### src/rtl/width_splitter_if.sv
`default_nettype none
// ============================================================================
// Module      : width_splitter_if
// Description : Handshake bundle between an upstream word FIFO, the width
//               splitter and its downstream chunk consumer.
// Revision    : 1.0
// ============================================================================
interface width_splitter_if #(
    parameter int IN_WIDTH  = 32,
    parameter int OUT_WIDTH = 8
) ();
    logic [IN_WIDTH-1:0]  data_in;
    logic                 data_in_stb;
    logic                 data_in_ack;
    logic [OUT_WIDTH-1:0] data_out;
    logic                 data_out_stb;
    logic                 data_out_ack;
    logic                 data_out_last;

    // Environment side: drives the word and the downstream acknowledge.
    modport master (
        output data_in, data_in_stb, data_out_ack,
        input  data_in_ack, data_out, data_out_stb, data_out_last
    );

    // Splitter side.
    modport slave (
        input  data_in, data_in_stb, data_out_ack,
        output data_in_ack, data_out, data_out_stb, data_out_last
    );
endinterface
`default_nettype wire

### src/rtl/width_splitter.sv
`default_nettype none
// ============================================================================
// Module      : width_splitter
// Description : Splits each IN_WIDTH-bit word into IN_WIDTH/OUT_WIDTH chunks
//               emitted one per handshake; all outputs registered.
// Revision    : 1.0
// ============================================================================
module width_splitter #(
    parameter int IN_WIDTH  = 32,
    parameter int OUT_WIDTH = 8,
    parameter bit MSB_FIRST = 1'b0
) (
    input  wire logic        clk,
    input  wire logic        rst,
    width_splitter_if.slave  bus
);
    localparam int c_ratio = IN_WIDTH / OUT_WIDTH;
    localparam int c_cnt_w = $clog2(c_ratio);
    localparam logic [c_cnt_w-1:0] c_last = c_cnt_w'(c_ratio - 1);

    localparam logic [0:0] c_st_idle = 1'b0;
    localparam logic [0:0] c_st_emit = 1'b1;

    logic [0:0]           r_state, w_state_nxt;
    logic [c_cnt_w-1:0]   r_count, w_count_nxt;
    logic [IN_WIDTH-1:0]  r_word, w_word_nxt;
    logic [OUT_WIDTH-1:0] r_data_out, w_data_out_nxt;
    logic                 r_out_stb, w_out_stb_nxt;
    logic                 r_out_last, w_out_last_nxt;
    logic                 r_in_ack, w_in_ack_nxt;

    logic                 w_in_xfer;
    logic                 w_out_xfer;
    logic [c_cnt_w-1:0]   w_count_inc;

    // Chunk k in emission order; MSB_FIRST reverses the physical slice order.
    function automatic logic [OUT_WIDTH-1:0] f_chunk(
        input logic [IN_WIDTH-1:0] word,
        input logic [c_cnt_w-1:0]  idx
    );
        int p;
        p = MSB_FIRST ? (c_ratio - 1 - int'(idx)) : int'(idx);
        return word[p*OUT_WIDTH +: OUT_WIDTH];
    endfunction

    assign w_in_xfer   = (r_state == c_st_idle) & bus.data_in_stb & r_in_ack;
    assign w_out_xfer  = r_out_stb & bus.data_out_ack;
    assign w_count_inc = r_count + 1'b1;

    assign bus.data_in_ack   = r_in_ack;
    assign bus.data_out      = r_data_out;
    assign bus.data_out_stb  = r_out_stb;
    assign bus.data_out_last = r_out_last;

    always_ff @(posedge clk) begin
        if (rst) begin
            r_state    <= c_st_idle;
            r_count    <= '0;
            r_word     <= '0;
            r_data_out <= '0;
            r_out_stb  <= 1'b0;
            r_out_last <= 1'b0;
            r_in_ack   <= 1'b0;
        end else begin
            r_state    <= w_state_nxt;
            r_count    <= w_count_nxt;
            r_word     <= w_word_nxt;
            r_data_out <= w_data_out_nxt;
            r_out_stb  <= w_out_stb_nxt;
            r_out_last <= w_out_last_nxt;
            r_in_ack   <= w_in_ack_nxt;
        end
    end

    always_comb begin
        w_state_nxt = r_state;
        case (r_state)
            c_st_idle: if (w_in_xfer) w_state_nxt = c_st_emit;
            c_st_emit: if (w_out_xfer && (r_count == c_last)) w_state_nxt = c_st_idle;
            default:   w_state_nxt = c_st_idle;
        endcase
    end

    // Computes the next value of every registered output and datapath register.
    always_comb begin
        w_count_nxt    = r_count;
        w_word_nxt     = r_word;
        w_data_out_nxt = r_data_out;
        w_out_stb_nxt  = r_out_stb;
        w_out_last_nxt = r_out_last;
        w_in_ack_nxt   = r_in_ack;
        case (r_state)
            c_st_idle: begin
                w_in_ack_nxt   = 1'b1;
                w_out_stb_nxt  = 1'b0;
                w_out_last_nxt = 1'b0;
                if (w_in_xfer) begin
                    w_word_nxt     = bus.data_in;
                    w_count_nxt    = '0;
                    w_data_out_nxt = f_chunk(bus.data_in, '0);
                    w_out_stb_nxt  = 1'b1;
                    w_out_last_nxt = 1'b0;
                    w_in_ack_nxt   = 1'b0;
                end
            end
            c_st_emit: begin
                w_in_ack_nxt = 1'b0;
                if (w_out_xfer) begin
                    if (r_count == c_last) begin
                        w_out_stb_nxt  = 1'b0;
                        w_out_last_nxt = 1'b0;
                        w_in_ack_nxt   = 1'b1;
                    end else begin
                        w_count_nxt    = w_count_inc;
                        w_data_out_nxt = f_chunk(r_word, w_count_inc);
                        w_out_last_nxt = (w_count_inc == c_last);
                    end
                end
            end
            default: begin
                w_in_ack_nxt = 1'b0;
            end
        endcase
    end
endmodule
`default_nettype wire

### src/flat_wrapper.sv
// flat-port wrapper written by rule: the top's interface ports become plain ports
module width_splitter_flat 
#(
    parameter int IN_WIDTH  = 32,
    parameter int OUT_WIDTH = 8,
    parameter bit MSB_FIRST = 1'b0
)
  (clk, rst, bus_data_in, bus_data_in_stb, bus_data_out_ack, bus_data_in_ack, bus_data_out, bus_data_out_stb, bus_data_out_last);
  width_splitter_if #(.IN_WIDTH(IN_WIDTH), .OUT_WIDTH(OUT_WIDTH)) bus_i ();
  input  wire logic clk;
  input  wire logic rst;
  input wire logic [$bits(bus_i.data_in)-1:0] bus_data_in;
  input wire logic [$bits(bus_i.data_in_stb)-1:0] bus_data_in_stb;
  input wire logic [$bits(bus_i.data_out_ack)-1:0] bus_data_out_ack;
  output wire logic [$bits(bus_i.data_in_ack)-1:0] bus_data_in_ack;
  output wire logic [$bits(bus_i.data_out)-1:0] bus_data_out;
  output wire logic [$bits(bus_i.data_out_stb)-1:0] bus_data_out_stb;
  output wire logic [$bits(bus_i.data_out_last)-1:0] bus_data_out_last;
  assign bus_i.data_in = bus_data_in;
  assign bus_i.data_in_stb = bus_data_in_stb;
  assign bus_i.data_out_ack = bus_data_out_ack;
  assign bus_data_in_ack = bus_i.data_in_ack;
  assign bus_data_out = bus_i.data_out;
  assign bus_data_out_stb = bus_i.data_out_stb;
  assign bus_data_out_last = bus_i.data_out_last;
  width_splitter #(.IN_WIDTH(IN_WIDTH), .OUT_WIDTH(OUT_WIDTH), .MSB_FIRST(MSB_FIRST)) u_core (.clk(clk), .rst(rst), .bus(bus_i));
endmodule
### config.mk
export PLATFORM = sky130hd
export DESIGN_NAME = width_splitter_flat
export DESIGN_NICKNAME = d
export VERILOG_FILES = /design/src/rtl/width_splitter_if.sv /design/src/rtl/width_splitter.sv /design/src/flat_wrapper.sv
export SDC_FILE = /design/constraint.sdc
export NUM_CORES = 1
export LEC_CHECK = 0
export BUFFER_PORTS_ARGS = -buffer_cell sky130_fd_sc_hd__buf_2
export CAP_MARGIN = 25
export CORE_UTILIZATION = 47
export CTS_CLUSTER_SIZE = 8
export DETAILED_ROUTE_END_ITERATION = 8
export GPL_TIMING_DRIVEN = 1
export PLACE_DENSITY = 0.74
export SYNTH_ARGS = -nofsm -noshare
export SYNTH_HDL_FRONTEND = slang
export SYNTH_SLANG_ARGS = --single-unit
export TNS_END_PERCENT = 30
### constraint.sdc
create_clock -name clk -period 1.8 [get_ports clk]
set_clock_uncertainty 0.15 [all_clocks]
set_input_delay 0.18 -clock clk [delete_from_list [all_inputs] [get_ports clk]]
set_output_delay 0.18 -clock clk [all_outputs]
set_load 0.02 [all_outputs]
==> out/results.md <==
| Group | Result | Value |
| --- | --- | --- |
| sta | Final Worst Setup Slack | -0.0612 ns |
| route | Routed WL per cell | 14.6 um |
| final layout | Area Overhead vs Synth | 38.4% |
| flow run | Max-cap viol count | 0 |
| placed design | Setup slack at placement | -0.0656 ns |
| global routing | Pin count of the biggest net entering global routing | 35 |
| min path | Worst hold-check path type | input port to register |
| run status | Failing checks | setup timing |
| run status | Status | finished with violations |
| critical path | Required time of the critical path | 1.84 ns |
| pwr | Seq pwr share | 49.6% |
| critical path | Type of element launching the critical path | register |
| synth | Synthesized area divided by synthesized cell count | 8.59 sq um |
| final layout | Share of cells above drive strength 1 | 27.7% |
| synth | Number of flip-flops and latches in the synthesized netlist | 46 |
| clock network | Number of sinks driven by the clock tree | 46 |
| pwr | Pwr Total | 2.24 mW |
| sta | Fin crit period | 1.86 ns |
| synth | Area leader, netlist | sky130_fd_sc_hd__dfxtp_1 |
| sta | Unrepaired setup endpoints after global routing | true |
| route | Vias after detailed routing | 1951 |
| global routing | Total global routing track utilization | 24.6% |
| final layout | Antenna cell count | 0 |
| critical path | Worst-path cell chain | inv_4 -> ha_4 -> buf_6 -> mux2_2 -> a222oi_1 -> a211oi_1 |
| synth | Synth Instances | 231 |
| sta | Count of endpoints failing hold in the final timing report | 0 |
| synth | Fraction of registers with async set/reset | 0% |
| pwr | Part of the total power dissipated in combinational logic | 16.6% |
| global routing | Aggregate global routing overflow | 0 |
| global routing | Antenna violations before repair | 0 |
| synth | Synth Warn # | 0 |
| route | First-pass detailed-route iteration total | 4 |
| sta | Finish-stage setup viols | 3 |
| final layout | Final Cell Area | 0.00275 sq mm |
| synth | Total nets after synthesis | 269 |
| sta | Setup TNS | -0.107 ns |
| clock network | Level count of the clock H-tree | 2 |
| route | Number of DRC markers after the initial detailed-route iteration | 144 |
| floorplanning | Core Rows | 23 |
| route | Post-DRT Antenna Nets | 0 |
| critical path | Critical path class | register to register |
| placed design | Final GP Congestion | 0.806 |
| critical path | Critical Path AT | 1.90 ns |
| synth | Fraction of the yosys area taken by sequential cells | 46.4% |
| synth | Total standard cell area after synthesis | 0.00198 sq mm |
| floorplanning | Horizontal die dimension | 67.0 um |
| clock network | Master cell of the clock root buffer | sky130_fd_sc_hd__clkbuf_8 |
| synth | Area contributors post-synth | sky130_fd_sc_hd__dfxtp_1, sky130_fd_sc_hd__nand2_1, sky130_fd_sc_hd__a21oi_1, sky130_fd_sc_hd__mux2_2, sky130_fd_sc_hd__a222oi_1 |
| clock network | Largest buffer count on any clock path | 2 |
| pwr | Switching Power | 0.570 mW |
| critical path | Endpoint class of the critical path | register |
| sta | Worst slew pin tran | 0.351 ns |
| floorplanning | Die height | 67.0 um |
| synth | Count of flip-flops with a built-in enable after synthesis | 0 |
| global routing | Via count of the first global-routing pass | 1703 |
| placed design | Placement Cell Area | 0.00226 sq mm |
| placed design | Buffers on Ports | 46 |
| floorplanning | Core Box Area | 0.00403 sq mm |
| placed design | HPWL after DPL | 3.11 mm |
| sta | Max-slew headroom at the worst pin | 76.6% |
| pwr | Standby leakage power | 1.13 nW |
| clock network | Clock latency reported for the late side of the worst-skew pair | 0.30 ns |
| critical path | Number of cells on the critical path | 6 |
| route | Post-Route WL | 5.29 mm |
| critical path | Crit path largest cell delay | 0.35 ns |
| sta | Maximum frequency from static timing analysis | 0.537 GHz |
| floorplanning | # IOs | 47 |
| clock network | Clock Pin Slew Worst Setup and Hold Paths | 0.09 ns |
| global routing | First-pass GRT wire length | 8.08 mm |
| critical path | Number of buffer and inverter stages on the critical path | 2 |
| pwr | Peak ir drop on the vdd network | 0.497 mV |
| clock network | Clock tree from TritonCTS | yes |
| critical path | Count of cells along the worst register-to-register path | 6 |
| critical path | Slowest stage cell on the critical path | sky130_fd_sc_hd__dfxtp_2 |
| critical path | Top fanout value on the critical path | 7 |
| floorplanning | Total Die Area | 0.00449 sq mm |
| sta | Hold Worst Slack | 0.101 ns |
| clock network | Number of buffers created by CTS | 5 |
| critical path | Top Family by Delay on Critical Path | compound AO/OA/AOI/OAI gates |
| synth | Flip-flop cell with the highest count after synthesis | sky130_fd_sc_hd__dfxtp_1 |
| min path | Hold Path Stages | 2 |
| final layout | # nets final | 348 |
| synth | Number of distinct library cells after synthesis | 31 |
| sta | Post-route fraction of the period consumed by the critical path | 103% |
| pwr | Switching Fraction | 25.4% |
| sta | Number of pins exceeding their max-slew limit in the final report | 0 |
| route | Remaining design rule violation count | 0 |
| floorplanning | Starting density of the core | 49.3% |
| pwr | Clock group share of total power | 33.8% |
| synth | Area share of the largest cell type after synthesis | 46.4% |
| pwr | Internal power component | 1.67 mW |
| pwr | Ratio of total power to cell area | 817 mW/mm^2 |
| route | Vias per inst | 5.40 |
[sequential cells by signal, indices dropped and copies added (netlist names)]
register and flops:
u_core.bus.data_in_ack 1, u_core.bus.data_out 8, u_core.r_count 2, u_core.bus.data_out_stb 1, u_core.r_state 1, u_core.bus.data_out_last 1
u_core.r_word 32
[cells in the final DEF (no fill, tap or decap), types with 3 or more instances in the layout]
| cell | count |
|---|---|
| sky130_fd_sc_hd__nand2_1 | 69 |
| sky130_fd_sc_hd__buf_4 | 9 |
| sky130_fd_sc_hd__dfxtp_1 | 45 |
| sky130_fd_sc_hd__nor3_1 | 10 |
| sky130_fd_sc_hd__clkbuf_8 | 5 |
| sky130_fd_sc_hd__buf_2 | 46 |
| sky130_fd_sc_hd__a211oi_1 | 6 |
| sky130_fd_sc_hd__mux2i_1 | 3 |
| sky130_fd_sc_hd__a21oi_1 | 35 |
| sky130_fd_sc_hd__dlygate4sd3_1 | 32 |
| sky130_fd_sc_hd__a222oi_1 | 6 |
| sky130_fd_sc_hd__mux2_2 | 11 |
| sky130_fd_sc_hd__mux2_4 | 3 |
| sky130_fd_sc_hd__nand3_1 | 3 |
[cell type report]
| type | instances | area, sq um |
|---|---|---|
| Clock buffer | 6 | 72.6 |
| Sequential cell | 46 | 922 |
| Timing Repair Buffer | 91 | 681 |
| Fill cell | 326 | 1280 |
| Tap cell | 50 | 62.6 |
| Clock inverter | 2 | 37.5 |
| Inverter | 2 | 10.0 |
| Multi-Input combinational cell | 164 | 961 |
[power by group through the flow]
stage | Clock (mW) | Sequential [mW] | Combinational (mW)
floorplan | 0 | 1.15 | 0.178
global placement | 0 | 1.13 | 0.299
detailed placement | 0 | 1.13 | 0.305
CTS | 0.767 | 1.11 | 0.358
global route | 0.811 | 1.12 | 0.407
finish | 0.758 | 1.11 | 0.372
[logic make-up after synthesis]
group	Yosys count	share of synthesized area [%]
and+or+nand+nor	94	20.5
AOI/OAI and AO/OA	51	15.9
buffers and inverters	21	6.30
muxes	17	9.65
adders and majority gates	2	1.26
DFF	46	46.4
[synthesized netlist by cell type, drive strengths merged, types with 2 or more instances]
| cell type | instances |
|---|---|
| a2bb2oi | 2 |
| a21oi | 35 |
| dfxtp | 46 |
| mux2i | 3 |
| nor2b | 2 |
| a311oi | 2 |
| nor3 | 10 |
| mux2 | 14 |
| clkbuf | 5 |
| nand2 | 70 |
| a222oi | 6 |
| nand3 | 3 |
| buf | 14 |
| nor2 | 2 |
| ha | 2 |
| a211oi | 6 |
[timing repair]
item / 4_1_cts / 5_1_grt
buffers inserted: 3 / 2
hold endpoints to repair: 31 / 1
cloned: 0 / 0
pin swaps: 4 / 7
gates resized for setup: 0 / 7
setup endpoints to repair: 4 / 6
hold buffers: 31 / 1
[worst paths after layout]
check                                        from                     end  slack [ns]
worst min register to register   u_core.r_word[4]        u_core.r_word[4]        0.31
worst max register to register  u_core.r_count[0]  u_core.bus.data_out[2]       -0.06
worst min-delay path                          rst          u_core.r_state        0.10
worst max-delay path            u_core.r_count[0]  u_core.bus.data_out[2]       -0.06
[per-stage QoR]
stage,utilization (%),std cells
final,68.2,361
after global routing,68.2,361
after CTS,67.1,358
after detailed placement,56.1,316
after global placement,56.1,316
after floorplan,-,231
[worst register-to-register path: cells and delay by family (launching register included)]
kind / cells / cell delay, ns
AO/OA/AOI/OAI: 2 / 0.41
buffers and inverters: 2 / 0.18
multiplexers: 1 / 0.35
adder cells (fa/ha/maj): 1 / 0.32
flip-flops: 1 / 0.35
[metal layers]
metal  global-route usage (%)  routed length [um]  up-vias
li1                         -                   -      954
met1                     32.2                2360      897
met2                     38.3                2510       83
met3                     5.48                 249       17
met4                     11.2                 163        0
met5                        0                   0        -
(Power assumes the default switching activity.)
